==> src/rtl/regfile_wport_arbiter.sv <==
// regfile_wport_arbiter: round-robin arbiter that shares the two write ports of a 2w1r register file.
// Each cycle it grants up to two requesters with distinct addresses and launches them through registered ports.
module regfile_wport_arbiter #(
    parameter int NUM_REQ    = 4,
    parameter int ADDR_WIDTH = 5,
    parameter int DATA_WIDTH = 32
) (
    input  logic                           clk,
    input  logic                           rst,
    input  logic                           en,
    input  logic [NUM_REQ-1:0]             req_valid,
    input  logic [NUM_REQ*ADDR_WIDTH-1:0]  req_addr,
    input  logic [NUM_REQ*DATA_WIDTH-1:0]  req_data,
    output logic [NUM_REQ-1:0]             req_ready,
    output logic                           we1,
    output logic [ADDR_WIDTH-1:0]          waddr1,
    output logic [DATA_WIDTH-1:0]          wdata1,
    output logic                           we2,
    output logic [ADDR_WIDTH-1:0]          waddr2,
    output logic [DATA_WIDTH-1:0]          wdata2,
    output logic                           busy,
    output logic                           conflict
);
    localparam int IW = $clog2(NUM_REQ);

    logic [IW-1:0]         r_ptr;
    logic [IW-1:0]         w_idx;
    logic [IW:0]           w_sum;
    logic [IW-1:0]         w_a_idx;
    logic [IW-1:0]         w_b_idx;
    logic [IW-1:0]         w_last;
    logic [IW-1:0]         w_next;
    logic                  w_a_found;
    logic                  w_b_found;
    logic                  w_conf;
    logic [ADDR_WIDTH-1:0] w_a_addr;
    logic [NUM_REQ-1:0]    w_ready;

    // Scan from r_ptr with wrap; a same-address requester after slot A is held back.
    always_comb begin
        w_a_found = 1'b0;
        w_b_found = 1'b0;
        w_a_idx   = '0;
        w_b_idx   = '0;
        w_conf    = 1'b0;
        w_a_addr  = '0;
        w_sum     = '0;
        w_idx     = '0;
        w_ready   = '0;
        for (int k = 0; k < NUM_REQ; k++) begin
            w_sum = {1'b0, r_ptr} + (IW+1)'(k);
            w_idx = (w_sum >= (IW+1)'(NUM_REQ)) ? IW'(w_sum - (IW+1)'(NUM_REQ)) : w_sum[IW-1:0];
            if (en && req_valid[w_idx]) begin
                if (!w_a_found) begin
                    w_a_found = 1'b1;
                    w_a_idx   = w_idx;
                    w_a_addr  = req_addr[w_idx*ADDR_WIDTH +: ADDR_WIDTH];
                end else if (!w_b_found) begin
                    if (req_addr[w_idx*ADDR_WIDTH +: ADDR_WIDTH] == w_a_addr) begin
                        w_conf = 1'b1;
                    end else begin
                        w_b_found = 1'b1;
                        w_b_idx   = w_idx;
                    end
                end
            end
        end
        if (w_a_found) w_ready[w_a_idx] = 1'b1;
        if (w_b_found) w_ready[w_b_idx] = 1'b1;
    end

    assign req_ready = rst ? w_ready : '0;
    assign w_last    = w_b_found ? w_b_idx : w_a_idx;
    assign w_next    = (w_last == IW'(NUM_REQ-1)) ? '0 : w_last + 1'b1;
    assign busy      = we1 | we2;

    always_ff @(posedge clk or negedge rst) begin
        if (!rst) begin
            r_ptr    <= '0;
            we1      <= 1'b0;
            waddr1   <= '0;
            wdata1   <= '0;
            we2      <= 1'b0;
            waddr2   <= '0;
            wdata2   <= '0;
            conflict <= 1'b0;
        end else begin
            we1      <= w_a_found;
            we2      <= w_b_found;
            conflict <= w_conf;
            if (w_a_found) begin
                waddr1 <= req_addr[w_a_idx*ADDR_WIDTH +: ADDR_WIDTH];
                wdata1 <= req_data[w_a_idx*DATA_WIDTH +: DATA_WIDTH];
                r_ptr  <= w_next;
            end
            if (w_b_found) begin
                waddr2 <= req_addr[w_b_idx*ADDR_WIDTH +: ADDR_WIDTH];
                wdata2 <= req_data[w_b_idx*DATA_WIDTH +: DATA_WIDTH];
            end
        end
    end
endmodule

==> config.mk <==
export PLATFORM = sky130hd
export DESIGN_NAME = regfile_wport_arbiter
export DESIGN_NICKNAME = d
export VERILOG_FILES = /design/src/rtl/regfile_wport_arbiter.sv
export SDC_FILE = /design/constraint.sdc
export NUM_CORES = 1
export LEC_CHECK = 0
export ABC_CLOCK_PERIOD_IN_PS = 4230
export CAP_MARGIN = 20
export CORE_MARGIN = 2
export CORE_UTILIZATION = 50
export CTS_BUF_LIST = sky130_fd_sc_hd__clkbuf_2
export DETAILED_ROUTE_END_ITERATION = 12
export PLACE_DENSITY_LB_ADDON = 0.1
export SETUP_SLACK_MARGIN = 0.2
export SLEW_MARGIN = 20
export SYNTH_ARGS = -nofsm -noshare
export SYNTH_HDL_FRONTEND = slang
export SYNTH_SLANG_ARGS = --single-unit
==> constraint.sdc <==
create_clock -name clk -period 4.23 [get_ports clk]
set_input_delay 0.423 -clock clk [delete_from_list [all_inputs] [get_ports clk]]
set_output_delay 0.423 -clock clk [all_outputs]
set_load 0.02 [all_outputs]
==> results by stage <==
Finish:
- The count of non-filler cells in the finished layout is 1444.
- The storage element area is 0.00198 mm^2.
- The top cell types in the final layout, fill and taps aside, are clkdlybuf4s50_1, buf_4, o21ai_0, mux2i_1, dfrtp_1.
- Of the cells placed in the final design, the portion with a size suffix greater than 1 is 24.0%.
- Leaving out fill and tap cells, the most frequent cell in the layout is clkdlybuf4s50_1.
- In the final layout, the multi-input gates occupy 0.00561 mm^2.
- Relative to the synthesized area, the layout overhead comes to 45.9%.
- For this run, the post-layout net count is 1378.
- After filler insertion, the fill cell instance count of the layout stands at 1205.

Die:
- The floorplan step defined a die boundary enclosing 0.0169 mm^2.
- The floorplan die width is 130 um.
- For this configuration, the core starts out at a cell density of 50.6%.
- The initialized floorplan defines 46 standard-cell rows.
- Pin placement for this block handled 237 I/O pins.
- In this run the standard cell core region covers 0.0157 mm^2.
- From bottom edge to top edge, the die measures 130 um.

Power and ir drop:
- The leakage power figure is 0.00479 uW.
- Across the VDD grid, the largest voltage drop is 543 uV.
- The areal power density over the cells is 772 mW/mm^2.
- The total power is 8960 uW.

STA:
- The final critical delay including setup and external delays is 4.44 ns.
- The worst clock skew is 0.0259 ns.
- The number of hold violations in the final report is 0.
- At the pin with the least slew margin, the transition time is 0.767 ns.
- The number of slew-limit violations in the final report is 0.
- Setup repair after global routing could not meet its margin everywhere.
- The relative slew slack is 48.8%.
- Setup violations remaining at the end of the flow were counted as 4.
- The worst setup margin is -0.210 ns.
- The achievable frequency is 225 MHz.
- The share of the cycle needed by the critical path after routing is 105%.
- Across all hold checks on the routed design, the worst slack comes to 0.233 ns.

Setup path:
- The register-to-register setup slack is 0.40 ns.
- The endpoint kind of the worst setup timing path is a primary output.
- The worst register-to-register path ends at wdata2[19]$_DFFE_PN0N_.
- The critical path data arrival time is 4.02 ns.
- Of all nets on the critical path, the largest fanout is 6.
- The origin of the critical flop-to-flop path is r_ptr[1]$_DFFE_PN0N_.
- The category of the critical setup timing path is reg -> out.
- Counting cells, the worst reg-to-reg path comes to 14.
- For the worst setup path, the data required time is 3.81 ns.
- The worst setup path is launched from a flip-flop.

Clock tree:
- The clock latency at the later pin of the worst-skew pair is 0.61 ns.
- The number of H-tree branching levels is 3.
- The tree is rooted in a clkbuf_2.
- The clock drives 79 sinks.
- The clock passes through at most 2 buffers.
- TritonCTS created 9 clock buffers.
- The register clock-pin slew on the reported worst setup and hold paths is 0.25 ns.
- The CTS tree is built.

Placed design:
- Routability-driven placement finished with a final weighted congestion of 0.892.
- Counting tap cells, the placed design contains a total of 1397 instances.
- The placed wire-length estimate after detailed placement is 19.7 mm.
- The count of buffers added on input and output ports is 236.
- At the placement stage, the worst setup path has a slack of -0.224 ns.

Route:
- The final routed wire length divided by cell count is 19.5 um.
- The number of nets with antenna violations after detailed routing is 0.
- The number of vias after detailed routing is 8662.
- The routed wire length is 28.1 mm.
- The ratio of routed vias to standard cells is 6.00.
- Before antenna repair, the detailed router went through 5 iterations.
- In this run, the number of DRC markers left after iteration 0 of detailed routing was 629.
- The detailed-route DRC error count is 0.

Synth:
- The synthesized design contains 79 register bits.
- The count of flip-flops with a built-in enable after synthesis is 0.
- By area the synthesized netlist is led by dfrtp_1, mux2i_1, mux2_2.
- The post-synthesis net count is 1100.
- The number of synthesis warnings is 0.
- The post-synthesis instance area is 0.00795 mm^2.
- The sequential area share after synthesis is 24.9%.
- The most used flip-flop cell after synthesis is dfrtp_1.
- The unique cell type count in the Yosys netlist is 72.
- The dominant cell type by area after synthesis is dfrtp_1.
- The share of synthesized registers carrying an async set or reset is 100%.
- Of the post-synthesis cell area, the dominant cell type holds 24.9%.
- The synthesized area per cell is 8.43 um^2.
- In the synthesized netlist, the number of instances is 944.

GRT:
- The initial antenna violation count is 1.
- The first-pass GRT wire length is 42.8 mm.
- The total routing resource utilization after global routing is 32.4%.
- The maximum number of pins on one net before global-route repair is 77.
- The total grt overflow is 0.
- The via count of the first global-routing pass is 8086.

Flow run:
- The tool flagged a number of max-cap violations equal to 0.

Min path:
- The type of the tightest min-delay check is in -> async.

Status:
- The final reports fail on negative setup slack.
- The run finished, with violations left.
## sequential cells by signal, summed over array words and instances (netlist names)
register,flops
wdata1,32
wdata2,32
waddr1,5
waddr2,5
r_ptr,2
conflict,1
we1,1
we2,1
## worst max-delay path, cell delays in order, from the launching register on
cell      delay, ns
dfrtp_2        0.50
buf_12         0.14
buf_8          0.11
mux4_2         0.57
xnor2_1        0.16
and4_1         0.17
a211oi_2       0.21
buf_4          0.16
o211ai_4       0.14
buf_6          0.15
and3_4         0.18
and3_4         0.18
nor3_4         0.29
o22ai_2        0.11
and2_4         0.19
buf_6          0.13
## synthesized netlist by cell type, types with 39 or more instances
cell	count
dfrtp_1	79
clkbuf_1	60
a21oi_1	50
o21ai_0	89
nand2_1	59
mux2i_1	89
nor2_1	47
mux2_2	42
inv_1	42
a211oi_1	41
nor3_1	45
a31oi_1	43
or3_1	39
## cells by family after synthesis
| kind of cell | count (synthesis) | share of synthesized area, % |
|---|---|---|
| AO/OA/AOI/OAI | 295 | 26.5 |
| AND/OR/NAND/NOR | 272 | 18.6 |
| buffers and inverters | 145 | 8.27 |
| multiplexers | 143 | 20.5 |
| flip-flops | 79 | 24.9 |
| XOR/XNOR | 8 | 0.881 |
| adder cells (fa/ha/maj) | 2 | 0.283 |
## routing by layer
metal	up-vias	wire (um)	GRT usage, %
met5	-	0	0
met4	0	1080	14.4
met3	60	2010	6.85
met2	352	13400	52.8
met1	4127	11700	41.5
li1	4123	-	-
## per-stage QoR
stage	util, %	cell area (um^2)	setup TNS (ns)
6_report	73.9	11600	-0.735
3_3_place_gp	69.8	11000	-0.938
2_1_floorplan	-	7950	0
4_1_cts	71.8	11300	-0.606
5_1_grt	73.9	11600	-1.35
3_5_place_dp	69.8	11000	-0.964
## power breakdown
part / internal, uW / switching [uW] / leakage [uW] / total [uW]
Clock: 135 / 307 / 0.0000616 / 442
Sequential: 1140 / 218 / 0.000927 / 1360
Combinational: 3250 / 3910 / 0.00380 / 7160
## worst max-delay path by stage
stage                     slack [ns]      endpoint  cells after the start                 start
after floorplan                 0.47  req_ready[1]                     12  r_ptr[0]$_DFFE_PN0N_
after CTS                      -0.18  req_ready[2]                     11  r_ptr[1]$_DFFE_PN0N_
after global routing           -0.36  req_ready[3]                     15  r_ptr[1]$_DFFE_PN0N_
after global placement         -0.26  req_ready[0]                     13          req_valid[3]
after detailed placement       -0.22  req_ready[0]                     13          req_valid[3]
final                          -0.21  req_ready[3]                     15  r_ptr[1]$_DFFE_PN0N_
## area by class of cell
type	count	area share (%)
antenna	1	0.0216
inverter	44	1.42
clock inverter	6	0.528
multi-input combinational	720	48.3
tap	216	2.33
sequential	79	17.1
timing repair buffer	368	29.9
clock buffer	10	0.431
## repair_timing
action,4_1_cts,5_1_grt
resized for setup,45,46
gates cloned,0,0
setup endpoints to repair,23,41
endpoints found under the hold margin,23,0
hold buffers,1,0
buffers inserted,13,16
pin swaps,11,31
Power figures use the tool's default switching activity.
